==> config.mk <==
export PLATFORM = sky130hd
export DESIGN_NAME = bsg_miniblade_tag_packet_tx
export DESIGN_NICKNAME = d
export VERILOG_FILES = /design/src/rtl/bsg_miniblade_tag_packet_tx_pkg.sv /design/src/rtl/bsg_miniblade_tag_field_shifter.sv /design/src/rtl/bsg_miniblade_tag_packet_tx.sv
export SDC_FILE = /design/constraint.sdc
export NUM_CORES = 1
export LEC_CHECK = 0
export ABC_AREA = 1
export CELL_PAD_IN_SITES_DETAIL_PLACEMENT = 1
export CELL_PAD_IN_SITES_GLOBAL_PLACEMENT = 1
export CORE_MARGIN = 4
export CORE_UTILIZATION = 38
export DETAILED_ROUTE_END_ITERATION = 16
export GPL_TIMING_DRIVEN = 1
export MAX_ROUTING_LAYER = met4
export PLACE_DENSITY = 0.89
export SYNTH_ARGS = -nofsm -noshare
export SYNTH_HDL_FRONTEND = slang
export SYNTH_SLANG_ARGS = --single-unit
==> constraint.sdc <==
create_clock -name clk_i -period 1.8 [get_ports clk_i]
set_input_delay 0.27 -clock clk_i [delete_from_list [all_inputs] [get_ports clk_i]]
set_output_delay 0.27 -clock clk_i [all_outputs]
set_load 0.05 [all_outputs]
==> src/rtl/bsg_miniblade_tag_packet_tx_pkg.sv <==
// Shared helpers for the bsg_tag transmit path: field-width math and the
// on-the-wire packet length, so RTL, benches and trace tools agree.
package bsg_miniblade_tag_packet_tx_pkg;

    // Same result as BSG_SAFE_CLOG2: never returns 0.
    function automatic int safe_clog2(input int x);
        return (x <= 1) ? 1 : $clog2(x);
    endfunction

    function automatic int max2(input int a, input int b);
        return (a > b) ? a : b;
    endfunction

    // Cycles one tag packet occupies on tag_data, including the trailing gap.
    function automatic int tag_packet_bits(input int lg_tag_els, input int tag_lg_width,
                                           input int len, input int gap);
        return 1 + lg_tag_els + 1 + tag_lg_width + len + gap;
    endfunction

endpackage

==> src/rtl/bsg_miniblade_tag_field_shifter.sv <==
// Loadable PISO shift register plus a down-counter whose done flag marks the
// last bit of the field currently being emitted.
module bsg_miniblade_tag_field_shifter #(
    parameter int width_p     = 30,
    parameter int cnt_width_p = 7
) (
    input  logic                   clk_i,
    input  logic                   reset_i,
    input  logic                   load_i,
    input  logic [width_p-1:0]     data_i,
    input  logic                   shift_i,
    input  logic                   cnt_load_i,
    input  logic [cnt_width_p-1:0] cnt_i,
    output logic                   next_bit_o,
    output logic                   done_o
);

    localparam logic [cnt_width_p-1:0] cnt_one_lp = cnt_width_p'(1);

    logic [width_p-1:0]     sr_q, sr_d;
    logic [cnt_width_p-1:0] cnt_q, cnt_d;

    always_comb begin
        sr_d  = sr_q;
        cnt_d = cnt_q;
        if (load_i) begin
            sr_d = data_i;
        end else if (shift_i) begin
            sr_d = sr_q >> 1;
        end
        if (cnt_load_i) begin
            cnt_d = cnt_i;
        end else if (cnt_q != '0) begin
            cnt_d = cnt_q - cnt_one_lp;
        end
    end

    // The bit that will sit at the head of the register next cycle.
    assign next_bit_o = sr_d[0];
    assign done_o     = (cnt_q == cnt_one_lp);

    always_ff @(posedge clk_i) begin
        if (reset_i) begin
            sr_q  <= '0;
            cnt_q <= '0;
        end else begin
            sr_q  <= sr_d;
            cnt_q <= cnt_d;
        end
    end

endmodule

==> src/rtl/bsg_miniblade_tag_packet_tx.sv <==
// bsg_tag serial transmitter: turns one accepted command (tag packet or
// master-reset preamble) into a registered bit stream on tag_data_o.
module bsg_miniblade_tag_packet_tx
    import bsg_miniblade_tag_packet_tx_pkg::*;
#(
    parameter int tag_els_p      = 1024,
    parameter int tag_lg_width_p = 4,
    parameter int reset_ones_p   = 64,
    parameter int gap_p          = 2
) (
    input  logic                                clk_i,
    input  logic                                reset_i,
    input  logic                                v_i,
    output logic                                ready_o,
    input  logic                                is_reset_i,
    input  logic [safe_clog2(tag_els_p)-1:0]    node_id_i,
    input  logic                                data_not_reset_i,
    input  logic [tag_lg_width_p-1:0]           len_i,
    input  logic [(1<<tag_lg_width_p)-2:0]      payload_i,
    output logic                                tag_data_o,
    output logic                                busy_o
);

    localparam int lg_tag_els_lp = safe_clog2(tag_els_p);
    localparam int width_lp      = (1 << tag_lg_width_p) - 1;
    localparam int cnt_max_lp    = max2(max2(reset_ones_p, width_lp), max2(lg_tag_els_lp, gap_p));
    localparam int cnt_width_lp  = safe_clog2(cnt_max_lp + 1);
    localparam int sr_width_lp   = lg_tag_els_lp + 1 + tag_lg_width_p + width_lp;

    localparam logic [cnt_width_lp-1:0] cnt_one_lp = cnt_width_lp'(1);

    typedef enum logic [2:0] {
        S_IDLE, S_PRE, S_START, S_NODE, S_DNR, S_LEN, S_PAYLOAD, S_GAP
    } state_e;

    state_e                       state_q, state_d;
    logic [tag_lg_width_p-1:0]    len_q, len_d;
    logic                         tag_data_q, tag_data_d;
    logic                         load, shift, cnt_load, next_bit, field_done;
    logic [cnt_width_lp-1:0]      cnt_val;

    bsg_miniblade_tag_field_shifter #(
        .width_p     (sr_width_lp),
        .cnt_width_p (cnt_width_lp)
    ) shifter (
        .clk_i      (clk_i),
        .reset_i    (reset_i),
        .load_i     (load),
        .data_i     ({payload_i, len_i, data_not_reset_i, node_id_i}),
        .shift_i    (shift),
        .cnt_load_i (cnt_load),
        .cnt_i      (cnt_val),
        .next_bit_o (next_bit),
        .done_o     (field_done)
    );

    // State sequencing; the counter is reloaded with the new field length on every state entry.
    always_comb begin
        state_d  = state_q;
        len_d    = len_q;
        load     = 1'b0;
        shift    = 1'b0;
        cnt_load = 1'b0;
        cnt_val  = '0;
        case (state_q)
            S_IDLE: begin
                if (v_i) begin
                    load     = 1'b1;
                    cnt_load = 1'b1;
                    len_d    = len_i;
                    if (is_reset_i) begin
                        state_d = S_PRE;
                        cnt_val = cnt_width_lp'(reset_ones_p);
                    end else begin
                        state_d = S_START;
                        cnt_val = cnt_one_lp;
                    end
                end
            end
            S_PRE: begin
                if (field_done) begin
                    state_d  = S_GAP;
                    cnt_load = 1'b1;
                    cnt_val  = cnt_width_lp'(gap_p);
                end
            end
            S_START: begin
                if (field_done) begin
                    state_d  = S_NODE;
                    cnt_load = 1'b1;
                    cnt_val  = cnt_width_lp'(lg_tag_els_lp);
                end
            end
            S_NODE: begin
                shift = 1'b1;
                if (field_done) begin
                    state_d  = S_DNR;
                    cnt_load = 1'b1;
                    cnt_val  = cnt_one_lp;
                end
            end
            S_DNR: begin
                shift = 1'b1;
                if (field_done) begin
                    state_d  = S_LEN;
                    cnt_load = 1'b1;
                    cnt_val  = cnt_width_lp'(tag_lg_width_p);
                end
            end
            S_LEN: begin
                shift = 1'b1;
                if (field_done) begin
                    cnt_load = 1'b1;
                    if (len_q != '0) begin
                        state_d = S_PAYLOAD;
                        cnt_val = cnt_width_lp'(len_q);
                    end else begin
                        state_d = S_GAP;
                        cnt_val = cnt_width_lp'(gap_p);
                    end
                end
            end
            S_PAYLOAD: begin
                shift = 1'b1;
                if (field_done) begin
                    state_d  = S_GAP;
                    cnt_load = 1'b1;
                    cnt_val  = cnt_width_lp'(gap_p);
                end
            end
            S_GAP: begin
                if (field_done) begin
                    state_d = S_IDLE;
                end
            end
            default: state_d = S_IDLE;
        endcase
    end

    // The output flop carries the bit belonging to the state being entered.
    always_comb begin
        tag_data_d = 1'b0;
        case (state_d)
            S_PRE, S_START:                     tag_data_d = 1'b1;
            S_NODE, S_DNR, S_LEN, S_PAYLOAD:    tag_data_d = next_bit;
            default:                            tag_data_d = 1'b0;
        endcase
    end

    always_ff @(posedge clk_i) begin
        if (reset_i) begin
            state_q    <= S_IDLE;
            len_q      <= '0;
            tag_data_q <= 1'b0;
        end else begin
            state_q    <= state_d;
            len_q      <= len_d;
            tag_data_q <= tag_data_d;
        end
    end

    assign ready_o    = (state_q == S_IDLE);
    assign busy_o     = ~ready_o;
    assign tag_data_o = tag_data_q;

endmodule

After elaboration in Yosys (flattened, before gate mapping) --
Cells that the tools add are included.
Cells by class: reductions and logical operators 11, shift-type cells 0, $add $sub $neg 1, multiplexer cells 29, multiply operators 0, div/mod/pow operators 0, $lt $le $gt $ge 0, bitwise logic cells 1, equality and inequality tests 14
Operator list (number):
- $mux 30 | 2
- $pmux 7 s6 | 1
- $mux 7 | 4
- $mux 3 | 8
- $eq 3x3->1 const B | 7
- $pmux 3 s7 | 1
- $eq 3x2->1 const B | 4
- $mux 4 | 3
- $reduce_or 4->1 | 2
- $eq 7x1->1 const B | 1
- $reduce_bool 7->1 | 1
- $sub 7x1->7 const B | 1
- $eq 3x1->1 const B | 2
- $mux 1 | 6
- $reduce_or 6->1 | 1
- $mux 2 | 2
- $pmux 1 s2 | 2
- $reduce_bool 2->1 | 2
- $reduce_bool 4->1 | 1
- $reduce_or 2->1 | 2
- $logic_not 3->1 | 1
- $reduce_and 2->1 | 1
- $not 1->1 | 1
Word-level totals: word-level logic and storage cells 62, output and inout bits 3, latch bits 0, flip-flop bits (word level) 45, memories kept 0, RAM bits 0, bits in read-only memories 0

Longest topological paths before layout --
depth after elaboration 7, gate-level depth with buffers 13, depth with buffers taken out 13

Hierarchy --
From an unflattened synthesis, not the netlist that was laid out.
Unflattened totals: cell total of the unflattened synthesis 334, area, all modules 2318.5 um^2
By module, submodules not included:
- bsg_miniblade_tag_field_shifter | area each 1760.4 um^2, cells an instance 244, sequential area each 740.7 um^2, instances 1
- bsg_miniblade_tag_packet_tx | area each 558.0 um^2, cells an instance 90, sequential area each 160.2 um^2, instances 1

Worst setup path after synthesis --
No wires, ideal clock.
kind register -> register, from register state_q[1], to register tag_data_q (netlist: tag_data_o), clock period less this slack 1.717 ns, required time 1.691 ns, arrival time 1.608 ns, path slack 0.083 ns, setup time 0.109 ns, cell stages (with the launch flop) 12, cells stage by stage dfxtp_1 -> buf_6 -> clkinv_2 -> nand3_4 -> inv_1 -> nand2_1 -> nand3_1 -> nand3_1 -> nand2_1 -> nand2_1 -> nand2_1 -> inv_1
Between the ends: elaborated cells on any way between the ends 31, those cells by class 13 x eq/ne; 13 x mux; 5 x reduce/logical
RTL lines:
- from (decl) | RTL line bsg_miniblade_tag_packet_tx.sv:36 | state_e state_q, state_d;
- from (signal assigned) | RTL line bsg_miniblade_tag_packet_tx.sv:156 | state_q <= state_d;
- $logic_not 3->1 *
- via ready_o | RTL line bsg_miniblade_tag_packet_tx.sv:14 | output logic ready_o,
- $pmux 3 s7 | RTL line bsg_miniblade_tag_packet_tx.sv:65 | case (state_q)
- $eq 3x2->1, or another cell as far along | RTL line bsg_miniblade_tag_packet_tx.sv:143 | case (state_d)
- $reduce_or 4->1 / $reduce_or 2->1 (equally long branches) | RTL line bsg_miniblade_tag_packet_tx.sv:143
- $pmux 1 s2 * | RTL line bsg_miniblade_tag_packet_tx.sv:143
- to (signal assigned) | RTL line bsg_miniblade_tag_packet_tx.sv:158 | tag_data_q <= tag_data_d;
- to (decl) | RTL line bsg_miniblade_tag_packet_tx.sv:38 | logic tag_data_q, tag_data_d;
The timed path passes the listed nets; every way through them passes the cells marked *. The select of a mux whose other input is x is not followed. A chain may end at the register's enable or synchronous reset.

Worst setup path in the final report --
from register tag_data_q (netlist: tag_data_o), to output port tag_data_o
RTL lines:
- to (decl) | RTL line bsg_miniblade_tag_packet_tx.sv:20 | output logic tag_data_o,
No word-level cell between the ends.

==> impl_metrics.env <==
export IMPL_critPathBufInv=1
export IMPL_final_cell_mix="nand2_1, dfxtp_1, clkdlybuf4s50_1"
export IMPL_post_drt_via_cell_ratio=5.121
export IMPL_synthSimpleGateAreaFrac_pct=30.18
export IMPL_drt_pass1_iter_count=4
export IMPL_post_cts_buffers=0
export IMPL_grt_overflow=0
export IMPL_die_h_microns=84.47
export IMPL_grt_pass1_wl_microns=10250
export IMPL_track_usage_pct=18.30
export IMPL_drc=0
export IMPL_htreeDepth=2
export IMPL_io_buffers=36
export IMPL_synth_warnings=0
export IMPL_final_common_cell="nand2_1"
export IMPL_critPathSlowestCell="clkdlybuf4s50_1"
export IMPL_critPathKind="flop to output pin"
export IMPL_ant_nets=0
export IMPL_clock_skew_ns=0.004864
export IMPL_dpl_worst_slack_ns=-0.01302
export IMPL_slew_violations=0
export IMPL_gp_congestion=0.8412
export IMPL_p_leak_nw=1.155
export IMPL_multi_input_area_sq_um=1081
export IMPL_path_max_fanout=1
export IMPL_hold_path_startpoint="len_q[0]"
export IMPL_via_count=2156
export IMPL_dieArea_sq_um=7135
export IMPL_clk_pin_slew_ns=0.09
export IMPL_finalHoldViolCount=0
export IMPL_syn_area_per_cell_sq_um=7.099
export IMPL_vdd_drop_max_v=0.0006145
export IMPL_critPathLaunch="tag_data_o"
export IMPL_totalPowerFinal_mw=4.007
export IMPL_synth_top_family_by_area="simple AND/OR/NAND/NOR gates"
export IMPL_maxCapViolCount=0
export IMPL_slew_headroom_pct=67.25
export IMPL_cts_tree="done"
export IMPL_grt_setup_unrepaired="no"
export IMPL_finalSetupTns_ns=0
export IMPL_hold_class="flop to flop"
export IMPL_startpoint_type="flop"
export IMPL_seqCellArea_sq_um=903.4
export IMPL_worstRegToRegCells=8
export IMPL_setup_ws_ns=0.1066
export IMPL_fin_crit_sh_pct=94.08
export IMPL_crit_family="buffers and inverters"
export IMPL_antenna_found_initial=0
export IMPL_status="finished clean"
export IMPL_r2r_end="shifter.cnt_q[3]"
export IMPL_io_pins=37
export IMPL_cts_sinks=45
export IMPL_ys_seq_area_share_pct=40.54
export IMPL_reg2reg_slack_ns=0.21
export IMPL_synth_cell_area_sq_um=2222
export IMPL_hold_end="len_q[0]"
export IMPL_core_area_sq_um=5574
export IMPL_period_needed_ns=1.693
export IMPL_die_x_microns=84.47
export IMPL_cpPeakStageDelay_ns=0.79
export IMPL_yosysUniqueCellTypes=30
export IMPL_hold_depth=2
export IMPL_cp_required_ns=1.53
export IMPL_arrival_ns=1.42
export IMPL_diodes=0
export IMPL_insertion_delay_ns=0.31
export IMPL_layout_area_overhead_vs_synth_pct=26.46
export IMPL_grt_pass1_vias=2247
export IMPL_start_util_pct=39.87
export IMPL_timing_rr_start="shifter.cnt_q[3]"
export IMPL_synth_compound_area_share_pct=15.20
export IMPL_synth_mux_area_share_pct=0
export IMPL_synthAdderAreaFrac_pct=1.689
export IMPL_setup_viol_count_final=0
export IMPL_fin_nets=385
export IMPL_grt_max_degree=38
export IMPL_power_density_nw_per_um2=1426
export IMPL_drive_above_1_share_pct=8.883
export IMPL_tightest_slew_ns=0.4897
export IMPL_place_hpwl_microns=4163
export IMPL_routed_wl_microns=5924
export IMPL_cts_root_buffer="clkbuf_8"
export IMPL_path_cells="clkdlybuf4s50_1"
export IMPL_drtIter0Drc=90
export IMPL_syn_nets=350
export IMPL_fmax_mhz=590.5
export IMPL_nFillCells=721
export IMPL_syn_inst=313
export IMPL_routedWlPerCell_microns=14.07
export IMPL_synth_seq_cells=45
export IMPL_num_rows=27
export IMPL_cts_buffers=5
export IMPL_clockBufferDepth=2
export IMPL_synth_xor_area_share_pct=1.577
export IMPL_crit_path_end_kind="output pin"
layer usage:
| metal | GRT usage, % | vias up | wire length (microns) |
|---|---|---|---|
| met3 | 5.005 | 11 | 227 |
| li1 | - | 1082 | - |
| met1 | 20.44 | 1027 | 2661 |
| met5 | - | - | 0 |
| met4 | 6.331 | 0 | 113 |
| met2 | 31.42 | 36 | 2921 |
synth_stat cells, drive strengths merged:
cell / count / share of area (%)
a21oi: 19 / 4.4
a22oi: 7 / 2.4
a31oi: 21 / 5.9
buf: 12 / 4.7
clkbuf: 4 / 0.68
clkinv: 1 / 0.23
dfxtp: 45 / 41
ha: 3 / 1.7
inv: 30 / 5.2
nand2: 115 / 19
nand3: 16 / 4.2
nand3b: 1 / 0.34
nand4: 2 / 0.56
nor2: 19 / 4.2
nor3: 3 / 0.68
nor4: 1 / 0.56
o211a: 2 / 0.90
o21ai: 7 / 1.6
or2: 1 / 0.28
xnor2: 1 / 0.39
xor2: 3 / 1.2
state kept, by name, summed over array words and instances (netlist names):
signal and count:
tag_data_o 1, state_q 3, shifter.cnt_q 7, len_q 4, shifter.sr_q 30
worst max-delay path by stage:
stage | cells past startpoint | to | slack, ns
after floorplan | 11 | tag_data_o | 0.08
after global placement | 11 | tag_data_o | 0.07
after detailed placement | 11 | tag_data_o | -0.01
after CTS | 4 | ready_o | 0.02
after global routing | 10 | tag_data_o | 0.04
final | 1 | tag_data_o | 0.11
per-stage QoR:
| step | hold slack, ns | utilization (%) | instances | instance area [sq um] |
|---|---|---|---|---|
| finish | 0.4674 | 50.42 | 421 | 2810 |
| global route | 0.4876 | 50.42 | 421 | 2810 |
| CTS | 0.4705 | 50.37 | 421 | 2808 |
| detailed placement | 0.4549 | 47.90 | 413 | 2670 |
| global placement | 0.4533 | 47.90 | 413 | 2670 |
| floorplan | 0.3543 | - | 313 | 2222 |
layout make-up:
cell class	count	area share [%]
clock buffers	5	2.449
multi-input cells	221	38.47
repair buffers	44	17.01
clock inverters	3	2.449
well taps	72	3.206
flip-flops and latches	45	32.15
inverters	31	4.274
kinds of logic after synthesis:
| family | count (synthesis) |
|---|---|
| compound gates | 56 |
| flops | 45 |
| simple gates | 158 |
| buf+inv | 47 |
| xor+xnor | 4 |
| fa+ha+maj | 3 |
power breakdown:
| part | leakage, nW | switching (mW) | internal (mW) | total [mW] |
|---|---|---|---|---|
| combinational | 0.716 | 1.04 | 0.681 | 1.72 |
| sequential | 0.371 | 0.139 | 1.21 | 1.35 |
| clock | 0.0687 | 0.384 | 0.559 | 0.943 |
timing repair:
action | 4_1_cts | 5_1_grt
setup endpoints to repair | 0 | 6
hold buffers | 0 | 0
resized for setup | 0 | 2
(Power assumes the default switching activity.)
